$ cat config.mk
export PLATFORM = sky130hd
export DESIGN_NAME = sync_updown_counter
export DESIGN_NICKNAME = d
export VERILOG_FILES = /design/src/rtl/sync_updown_counter.sv
export SDC_FILE = /design/constraint.sdc
export NUM_CORES = 1
export LEC_CHECK = 0
export ABC_AREA = 1
export BUFFER_PORTS_ARGS = -buffer_cell sky130_fd_sc_hd__buf_4
export CAP_MARGIN = 20
export CORE_AREA = 3 3 40 42
export CTS_CLUSTER_DIAMETER = 150
export DETAILED_ROUTE_END_ITERATION = 7
export DIE_AREA = 0 0 43 45
export PLACE_DENSITY = 0.53
export SLEW_MARGIN = 10
export SYNTH_ARGS = -nofsm -noshare
export SYNTH_HDL_FRONTEND = slang
export SYNTH_SLANG_ARGS = --single-unit
$ cat constraint.sdc
create_clock -name clk -period 3.5 [get_ports clk]
set_input_delay 0 -clock clk [delete_from_list [all_inputs] [get_ports clk]]
set_output_delay 0 -clock clk [all_outputs]
set_load 0.02 [all_outputs]
$ cat src/rtl/sync_updown_counter.sv
// Parametrised up/down modulus counter with load and registered terminal count.
// Define SYNC_UPDOWN_COUNTER_SATURATE_EN to hold at the limits instead of wrapping.
module sync_updown_counter #(
    parameter int WIDTH   = 4,
    parameter int MODULUS = 16
) (
    input  logic             clk,
    input  logic             rst,
    input  logic             en,
    input  logic             up,
    input  logic             load,
    input  logic [WIDTH-1:0] d,
    output logic [WIDTH-1:0] q,
    output logic             tc
);

    localparam logic [WIDTH-1:0] MAX = WIDTH'(MODULUS - 1);

    if (WIDTH < 2 || WIDTH > 16) begin : g_bad_width
        $error("sync_updown_counter: WIDTH out of range");
    end

    if (MODULUS < 2 || MODULUS > (1 << WIDTH)) begin : g_bad_mod
        $error("sync_updown_counter: MODULUS out of range");
    end

    logic [WIDTH-1:0] q_q, q_d;
    logic             tc_q, tc_d;
    logic             at_top, at_bot;

    assign at_top = (q_q == MAX);
    assign at_bot = (q_q == '0);

    // Next-state: load beats count; a step past either limit is a boundary event.
    always_comb begin
        q_d  = q_q;
        tc_d = 1'b0;
        if (load) begin
            q_d = (d > MAX) ? MAX : d;
        end else if (en) begin
            if (up && !at_top) begin
                q_d = q_q + 1'b1;
            end else if (!up && !at_bot) begin
                q_d = q_q - 1'b1;
            end else begin
                tc_d = 1'b1;
`ifdef SYNC_UPDOWN_COUNTER_SATURATE_EN
                q_d  = q_q;
`else
                q_d  = up ? '0 : MAX;
`endif
            end
        end
    end

    // Count and terminal-count registers; reset clears both at once.
    always_ff @(posedge clk or negedge rst) begin
        if (!rst) begin
            q_q  <= '0;
            tc_q <= 1'b0;
        end else begin
            q_q  <= q_d;
            tc_q <= tc_d;
        end
    end

    assign q  = q_q;
    assign tc = tc_q;

endmodule

==> impl_results.md, run 1 <==
* Drt total wl at 952 microns
* R2r startpoint: q[1]$_DFFE_PN0P_
* Worst setup EP type: register
* CP Launch Type: register
* Status: finished, final reports clean
* Clock sink count at 5
* IO Port Bufs at 13
* Post-Synth Simple-Gate Area at 39.6%
* Crit path DAT at 1.42 ns
* GR Overflow Total at 0
* FF+latch count, synth at 5
* Vias per std cell at 4.62
* Final period utilization at 37.0%
* Final Util at 43.2%
* Number of fill cells at 142
* Post-cts hold buffer count at 4
* Worst ir drop on vdd at 0.000230 V
* Final setup vio count at 0
* Post-CTS setup buffer count at 0
* Synth warnings at 0
* Hold Path Origin: d[2]
* Min setup slack post-route at 2.20 ns
* Post-DR wirelength/cell at 10.6 microns
* DRC Markers at 0
* Post-Route Skew at 0.00308 ns
* Post-synth top area share at 33.6%
* Ports at 14
* Ant. Diodes at 0
* Die height at 45 microns
* Initial Util at 29.0%
* Num rows at 13
* Worst-Margin Slew at 0.303 ns
* Nets at 87
* WS Path Type: register to register
* Top cells by area, synth: dfrtp_1 34%, nand2_1 17%, ha_1 6.7%
* Layout cells sized above 1 at 28.0%
* CTS tree: yes
* Post-synthesis xor/xnor area fraction at 2.35%
* DP Wirelength at 749 microns
* WHS Path Cells at 3
* DIE WIDTH at 43 microns
* Sequential area share after synthesis at 33.6%
* Clock Pin Slew Worst Setup and Hold Paths at 0.04 ns
* Synth area leader: dfrtp_1
* Total negative slack at 0 ns
* Design Power at 214 uW
* Worst-skew pair later-pin latency at 0.24 ns
* Worst reg2reg path depth at 8
* Post-Syn Nets at 65
* Placed instance area at 489 sq um
* Crit path max fanout at 5
* Reg-to-reg slack, setup at 2.20 ns
* GP Congestion at 0.767
* Final Hold Viols at 0
* Slew margin rel. at 79.7%
* Mean post-synth cell area at 6.90 sq um
* Layout overhead on the synthesized area at 49.0%
* Worst path required time at 3.62 ns
* Synth Area in Adders at 6.71%
* Setup WS pre-CTS at 2.21 ns
* Leakage at 0.000290 uW
* Compound-Gate Fraction of Synth Area at 10.7%
* Die area at 1940 sq um
* Initial antenna violation count at 0
* Post-synth cell types at 15
* Hold endpoint: q[2]$_DFFE_PN0P_
* Mux cell area share after synthesis at 0%
* Hold Crit Class: primary input to register
* Cells after Synth at 54
* Vias post-DR at 416
* H-tree depth at 1
* Iteration count of the initial detailed-routing pass at 4
* Core area at 1280 sq um
* Reg2reg end: q[1]$_DFFE_PN0P_
* Initial DRC count at 8
* Unrepaired setup endpoints after global routing: no
* Final Instance Area at 556 sq um
* Vias in the first global route at 376
* Post-Syn Area at 373 sq um
* Total CTS buffers at 3
* Largest family of logic cells by synthesized area: simple AND/OR/NAND/NOR gates
* Max-slew violations at 0
* Root buf cell: clkbuf_4
* PostCTS Resize Cnt at 0
* First-pass GRT wire length at 1590 microns
* Power Density at 385 nW/um^2
* ANT nets after route at 0
* Fmax at 771 MHz
* GR Util All Layers at 11.0%
* Crit path time final at 1.30 ns
* Largest net degree at the start of global routing at 8
* Clock tree buffer depth at 2
* MaxCap Viol Count at 0
-- cell usage in the layout, fill, tap and decap left out --
| cell type | count |
|---|---|
| a21oi_1 | 1 |
| buf_4 | 13 |
| o211ai_1 | 1 |
| nand3_1 | 5 |
| clkbuf_4 | 3 |
| nand4_1 | 2 |
| nand2_1 | 17 |
| clkbuf_1 | 1 |
| xor2_1 | 1 |
| inv_1 | 5 |
| a22oi_1 | 3 |
| inv_2 | 2 |
| ha_1 | 2 |
| o21ai_1 | 1 |
| dfrtp_1 | 5 |
| nor2_4 | 1 |
| nor2_1 | 6 |
| dlygate4sd3_1 | 4 |
| nor2_2 | 2 |
-- cells in the mapped netlist --
cell	instances
a21oi_1	1
a22oi_1	3
dfrtp_1	5
ha_1	2
inv_1	5
inv_2	2
nand2_1	17
nand3_1	5
nand4_1	2
nor2_1	6
nor2_2	2
nor2_4	1
o211ai_1	1
o21ai_1	1
xor2_1	1
-- worst max-delay path by stage --
stage	start	slack, ns	to	depth (start not counted)
floorplan	q[0]$_DFFE_PN0P_	2.16	q[1]$_DFFE_PN0P_	8
global placement	q[1]$_DFFE_PN0P_	2.21	q[1]$_DFFE_PN0P_	8
detailed placement	q[0]$_DFFE_PN0P_	2.21	q[1]$_DFFE_PN0P_	8
CTS	q[0]$_DFFE_PN0P_	2.20	q[1]$_DFFE_PN0P_	8
global route	q[0]$_DFFE_PN0P_	2.06	q[1]$_DFFE_PN0P_	8
finish	q[1]$_DFFE_PN0P_	2.20	q[1]$_DFFE_PN0P_	8
-- registers in the layout (all words and copies together) (netlist names) --
signal	flops
tc	1
q	4
-- layer usage --
layer / global-route usage, % / routed length, microns / vias up
met5: 0 / 0 / -
met4: 0 / 0 / 0
met3: 6.37 / 82 / 0
met2: 18.3 / 461 / 14
met1: 13.4 / 409 / 184
li1: - / - / 218
-- final cells by class --
type                            count  area [sq um]  area share, %
Timing Repair Buffer               17           138           24.8
Sequential cell                     5           125           22.5
Tap cell                           15          18.8           3.38
Multi-Input combinational cell     42           221           39.9
Clock buffer                        4          26.3           4.73
Inverter                            7          26.3           4.73
-- worst max-delay path, cell delays in order, from the launching register on --
cell      delay [ns]
dfrtp_1         0.43
inv_1           0.10
ha_1            0.21
nand2_1         0.07
nor2_1          0.05
nor2_2          0.11
nand2_1         0.06
o211ai_1        0.08
nand2_1         0.07
-- kinds of logic (layout without fill, tap and decap cells) --
group           after synthesis  after routing
flops                         5              5
fa+ha+maj                     2              2
buf+inv                       7             28
xor+xnor                      1              1
compound gates                6              6
simple gates                 33             33
-- metrics by stage --
step	instances	hold WS (ns)
2_1_floorplan	54	-0.296
3_3_place_gp	82	-0.191
3_5_place_dp	82	-0.193
4_1_cts	90	0.0127
5_1_grt	90	0.0422
6_report	90	0.0145
-- where the power goes --
| group | internal, uW | switching (uW) | total [uW] |
|---|---|---|---|
| clock network | 43.1 | 23.5 | 66.6 |
| logic | 32.8 | 40.3 | 73.1 |
| registers | 64.4 | 9.93 | 74.3 |
| total | 140 | 73.7 | 214 |
Power figures use the tool's default switching activity.
==> inputs of run 2 (changes only) <==
Settings changed: ABC_AREA 1 to 0, PLACE_DENSITY 0.53 to 0.55.
Clock period 3.5 ns to 1.3 ns, I/O delays scaled along.
==> run 2 against run 1 <==
Compared with the run above: the flow now finishes with violations (negative setup slack); combinational power rose to 4.2 times the previous value; non-clock buffer count up 14; clock skew about the same; area after synthesis up 6.4%; maximum frequency down 11%; die area unchanged; cell count up 4.4%; sequential share of layout area down 4.2 points; register-to-register slack worse by 2.4 ns; wire length up 15%; first-iteration DRC count up 13%; largest cell class unchanged.
==> impl_results.md, run 2 <==
* Slew margin rel. at 85.3%
* Worst path slowest cell: dfrtp_2
* Number of cells in the finished layout apart from fillers at 94
* Ant. Diodes at 0
* Most instantiated cells after synthesis: 5 x dfrtp_1, 4 x a21oi_1, 4 x o21ai_0
* Sequential area share after synthesis at 31.5%
* Max reg flops at 4
* Synth Area in Adders at 6.31%
* Vias per std cell at 4.81
* Die area at 1940 sq um
* GP Congestion at 0.768
* Synth warnings at 0
* Worst ir drop on vdd at 0.000693 V
* WS Path Type: register to register
* Failing checks: negative setup slack
* Core area at 1280 sq um
* Placed cell count at 80
* Final period utilization at 112%
* Commonest non-fill, non-tap cell in the layout: buf_4
* DRC Markers at 0
* FFs w/ async S/R, synth at 100%
* Status: finished with violations
* Post-Synth Simple-Gate Area at 20.8%
* Crit path max fanout at 4
* Critical-path cell list: inv_2, ha_4, or3b_4, or2_0, a21oi_1
* Most frequent cells in the layout: 25 x buf_4, 6 x dlygate4sd3_1
* Clock sink count at 5
* CP Launch Type: register
* DIE WIDTH at 43 microns
* Worst setup EP type: register
* Vias post-DR at 452
* Number of synthesized flops with an enable pin at 0
* Worst-skew pair later-pin latency at 0.24 ns
* Iteration count of the initial detailed-routing pass at 4
* Worst path required time at 1.46 ns
* Mux cell area share after synthesis at 6.62%
* Power Density at 982 nW/um^2
* Cell family with most CP delay: simple AND/OR/NAND/NOR gates
* Post-DR wirelength/cell at 11.7 microns
* Placed instance area at 574 sq um
* Design Power at 684 uW
* Initial antenna violation count at 0
* Crit path DAT at 1.62 ns
* Initial DRC count at 9
* Total negative slack at -0.501 ns
* Clock Pin Slew Worst Setup and Hold Paths at 0.04 ns
* Final Instance Area at 697 sq um
* Total CTS buffers at 3
* Mean post-synth cell area at 8.62 sq um
* Cells after Synth at 46
* Final Hold Viols at 0
* FF+latch count, synth at 5
* Final setup vio count at 4
* Post-synthesis xor/xnor area fraction at 2.21%
* IO Port Bufs at 13
* Main synth FF type: dfrtp_1
* Largest family of logic cells by synthesized area: compound AO/OA/AOI/OAI gates
* Synth area leader: dfrtp_1
* GR Util All Layers at 12.9%
* R2r startpoint: q[0]$_DFFE_PN0P_
* Min setup slack post-route at -0.155 ns
* Post-synth cell types at 28
* Leakage at 0.000319 uW
* Most frequent cell after synthesis: dfrtp_1
* Initial Util at 30.9%
* Max-slew violations at 0
* Fmax at 687 MHz
* Post-synth top area share at 31.5%
* First-pass GRT wire length at 1870 microns
* Top cells by area, synth: dfrtp_1 32%, ha_1 6.3%, a21oi_1 5.0%
* Post-Route Skew at 0.00348 ns
* Post-Syn Area at 397 sq um
* Layout cells sized above 1 at 50.6%
* Final Util at 54.2%
* GR Overflow Total at 0
* Ports at 14
* ANT nets after route at 0
* Post-Syn Nets at 57
* Compound-Gate Fraction of Synth Area at 25.6%
* CP Launch Point: q[0]$_DFFE_PN0P_
* Drt total wl at 1100 microns
* Clock tree buffer depth at 2
* CP bufs+invs at 1
* MaxCap Viol Count at 0
* CTS tree: yes
* Crit path time final at 1.45 ns
* Layout overhead on the synthesized area at 75.7%
* Root buf cell: clkbuf_4
* Num rows at 13
* H-tree depth at 1
* Unrepaired setup endpoints after global routing: yes
* CP max stage delay at 0.42 ns
* Hold Path Origin: up
* Nets at 91
* Hold Crit Class: primary input to register
* Worst-Margin Slew at 0.221 ns
* Die height at 45 microns
* Vias in the first global route at 438
* Largest net degree at the start of global routing at 10
* DP Wirelength at 850 microns
run 2: cell count changes in the layout (fill, tap and decap cells not counted), sizes merged, moves of 2 or more:
cell | before | now
nand2b | 0 | 2
mux2 | 0 | 2
a22oi | 3 | 0
inv | 7 | 3
a21oi | 1 | 4
nand3 | 5 | 0
dlygate4sd3 | 4 | 6
nor2 | 9 | 3
nand2 | 17 | 4
o21ai | 1 | 5
buf | 13 | 25
run 2: per-layer routing:
| metal | up-vias | share of wire (%) | track usage [%] |
|---|---|---|---|
| met5 | - | 0 | 0 |
| met4 | 0 | 0 | 1.81 |
| met3 | 0 | 5.2 | 7.17 |
| met2 | 10 | 51 | 21.6 |
| met1 | 207 | 44 | 15.1 |
| li1 | 235 | - | - |
run 2: worst register-to-register path: cells and delay by family, from the launching register on:
family	cells	cell delay, ns
AOI/OAI and AO/OA	1	0.13
adders and majority gates	1	0.14
buffers and inverters	1	0.09
DFF	1	0.42
and+or+nand+nor	2	0.59
run 2: logic make-up (layout without fill, tap and decap cells):
group,after synthesis,in the layout
muxes,2,2
adders and majority gates,2,2
and+or+nand+nor,15,15
xor gates and xnor gates,1,1
DFF,5,5
buffers and inverters,5,38
AOI/OAI and AO/OA,16,16
run 2: metrics by stage:
stage / worst slack (ns) / hold WS [ns]
after global routing: -0.228 / 0.0909
after CTS: -0.134 / 0.0576
after detailed placement: -0.145 / -0.191
final: -0.155 / 0.0691
after global placement: -0.132 / -0.195
after floorplan: -0.141 / -0.296
run 2: path summary, 6_finish.rpt:
kind                                    end  slack (ns)  depth (start not counted)
max in group asynchronous  q[1]$_DFFE_PN0P_        1.07                          2
max reg2reg                    tc$_DFF_PN0_       -0.15                          5
min reg2reg                    tc$_DFF_PN0_        0.76                          3
max                            tc$_DFF_PN0_       -0.15                          5
min in group asynchronous      tc$_DFF_PN0_        0.10                          2
min                            tc$_DFF_PN0_        0.07                          3
run 2: layout make-up:
cell class / count / area (sq um)
Fill cell: 126 / 588
Multi-Input combinational cell: 36 / 265
Timing Repair Buffer: 31 / 248
Sequential cell: 5 / 128
Clock buffer: 4 / 26.3
Tap cell: 15 / 18.8
Inverter: 3 / 11.3
run 2: repair_timing:
item                       CTS  global route
gates resized for setup      1             2
hold buffers                 6             0
hold endpoints to repair     9             0
setup endpoints to repair    4             5
setup buffers                2             2
run 2: power breakdown:
part | internal (uW) | leakage, uW | total (uW) | switching [uW]
sequential | 175 | 0.0000593 | 199 | 24.2
clock | 116 | 0.0000150 | 179 | 63.0
combinational | 176 | 0.000245 | 306 | 131
total | 466 | 0.000319 | 684 | 218
==> inputs of run 3 (changes only) <==
Settings changed: MAX_ROUTING_LAYER set to met4.
Clock period 1.3 ns to 1.5 ns, I/O delays scaled along.
==> run 3 against run 2 <==
Compared with the run above: the run now ends clean; via count rose by 1.1%; power down 16%; global-route usage increased by 0.20 points; sequential power down 11%; first-iteration DRC count shrank 33%; wire length rose by 11%; largest power group unchanged; die area unchanged; maximum frequency fell by 2.9%; clock skew grew 0.0016 ns; critical endpoint is now q[0]$_DFFE_PN0P_; utilization down 2.6 points; setup slack better by 0.16 ns.
==> impl_results.md, run 3 (synthesis gave the netlist of run 2 again) <==
* Final setup vio count at 0
* Layout overhead on the synthesized area at 67.2%
* Worst ir drop on vdd at 0.000675 V
* WS Path Type: register to register
* Largest net degree at the start of global routing at 10
* Nets at 86
* ANT nets after route at 0
* Unrepaired setup endpoints after global routing: yes
* First-pass GRT wire length at 1810 microns
* Die height at 45 microns
* Worst-Margin Slew at 0.293 ns
* Leakage at 0.000299 uW
* Layout cells sized above 1 at 47.3%
* Root buf cell: clkbuf_4
* Min setup slack post-route at 0.00148 ns
* Max reg flops at 4
* Drt total wl at 1220 microns
* GR Util All Layers at 13.1%
* Initial antenna violation count at 0
* MaxCap Viol Count at 0
* Post-Route Skew at 0.00509 ns
* Clock tree buffer depth at 2
* Final Util at 51.6%
* Num rows at 13
* Hold Crit Class: primary input to register
* Die area at 1940 sq um
* Clock share of power at 26.9%
* GP Congestion at 0.740
* Hold Worst Slack at 0.0748 ns
* Iteration count of the initial detailed-routing pass at 2
* Core area at 1280 sq um
* DP Wirelength at 795 microns
* Vias in the first global route at 415
* Int Pwr at 385 uW
* Initial Util at 30.9%
* IO Port Bufs at 13
* Clock sink count at 5
* Crit path max fanout at 4
* Post-DR wirelength/cell at 13.7 microns
* Fmax at 667 MHz
* Slew margin rel. at 80.5%
* Design Power at 576 uW
* Vias post-DR at 457
* Switch share at 33.2%
* Final period utilization at 99.9%
* DIE WIDTH at 43 microns
* Final Hold Viols at 0
* Max-slew violations at 0
* Worst path required time at 1.67 ns
* GR Overflow Total at 0
* Power Density at 868 nW/um^2
* Commonest non-fill, non-tap cell in the layout: buf_4
* Initial DRC count at 6
* Sequential share of power at 30.7%
* CP Launch Type: register
* Most frequent cells in the layout: 20 x buf_4, 6 x dlygate4sd3_1, 4 x o21ai_0
* Vias per std cell at 5.13
* Worst setup EP type: register
* Comb power frac at 42.5%
* Clock Pin Slew Worst Setup and Hold Paths at 0.04 ns
* Crit path DAT at 1.67 ns
* CTS tree: yes
* Total negative slack at 0 ns
* DRC Markers at 0
* Ant. Diodes at 0
* Setup WS pre-CTS at -0.0148 ns
* Sw power at 191 uW
* Crit path time final at 1.50 ns
* Total CTS buffers at 3
* Status: finished, final reports clean
* Ports at 14
* H-tree depth at 1
* Worst-skew pair later-pin latency at 0.24 ns
-- run 3: changes by cell type in the layout (fill, tap and decap cells not counted) --
cell     before  now
o22ai_1       1    0
o21ai_1       2    1
buf_4        25   20
ha_1          0    1
o21ai_0       3    4
ha_2          1    0
o22ai_2       0    1
-- run 3: through the flow --
| step | area, sq um | cells |
|---|---|---|
| finish | 663 | 89 |
| global route | 663 | 89 |
| CTS | 633 | 88 |
| detailed placement | 537 | 77 |
| global placement | 537 | 77 |
| floorplan | 399 | 46 |
-- run 3: repair_timing --
item	in CTS	in global routing
gates resized for setup	1	5
setup endpoints to repair	2	3
pin swaps	0	5
buffers inserted	1	1
endpoints found under the hold margin	9	0
hold buffers	6	0
-- run 3: critical path, stage by stage, from the launching register on --
cell	delay [ns]
dfrtp_2	0.42
inv_2	0.09
ha_4	0.15
or3b_4	0.38
a21oi_2	0.15
o22ai_2	0.09
o21ai_1	0.14
-- run 3: worst paths after layout --
kind,startpoint,to,slack [ns],depth (start not counted)
min reg2reg,q[0]$_DFFE_PN0P_,q[3]$_DFFE_PN0P_,0.78,3
min,up,tc$_DFF_PN0_,0.07,3
min in group asynchronous,rst,tc$_DFF_PN0_,0.09,2
max in group asynchronous,rst,q[1]$_DFFE_PN0P_,1.28,2
max reg2reg,q[0]$_DFFE_PN0P_,q[0]$_DFFE_PN0P_,0.001,6
max,q[0]$_DFFE_PN0P_,q[0]$_DFFE_PN0P_,0.001,6
-- run 3: area by class of cell --
cell class                 instances  area (sq um)
clock buffer                       4          26.3
fill                             121           622
inverter                           3          11.3
multi-input combinational         36           269
sequential                         5           128
tap                               15          18.8
timing repair buffer              26           210
-- run 3: power by group through the flow --
stage | Clock (uW) | Sequential (uW) | Combinational (uW)
after floorplan | 0 | 194 | 92.8
after global placement | 0 | 178 | 199
after detailed placement | 0 | 178 | 198
after CTS | 159 | 175 | 218
after global routing | 167 | 180 | 268
final | 155 | 177 | 244
-- run 3: routing by layer --
layer / wire, microns / track usage, %
met1: 556 / 15.5
met2: 598 / 20.7
met3: 63 / 6.77
met4: 0 / 1.81
met5: 0 / -
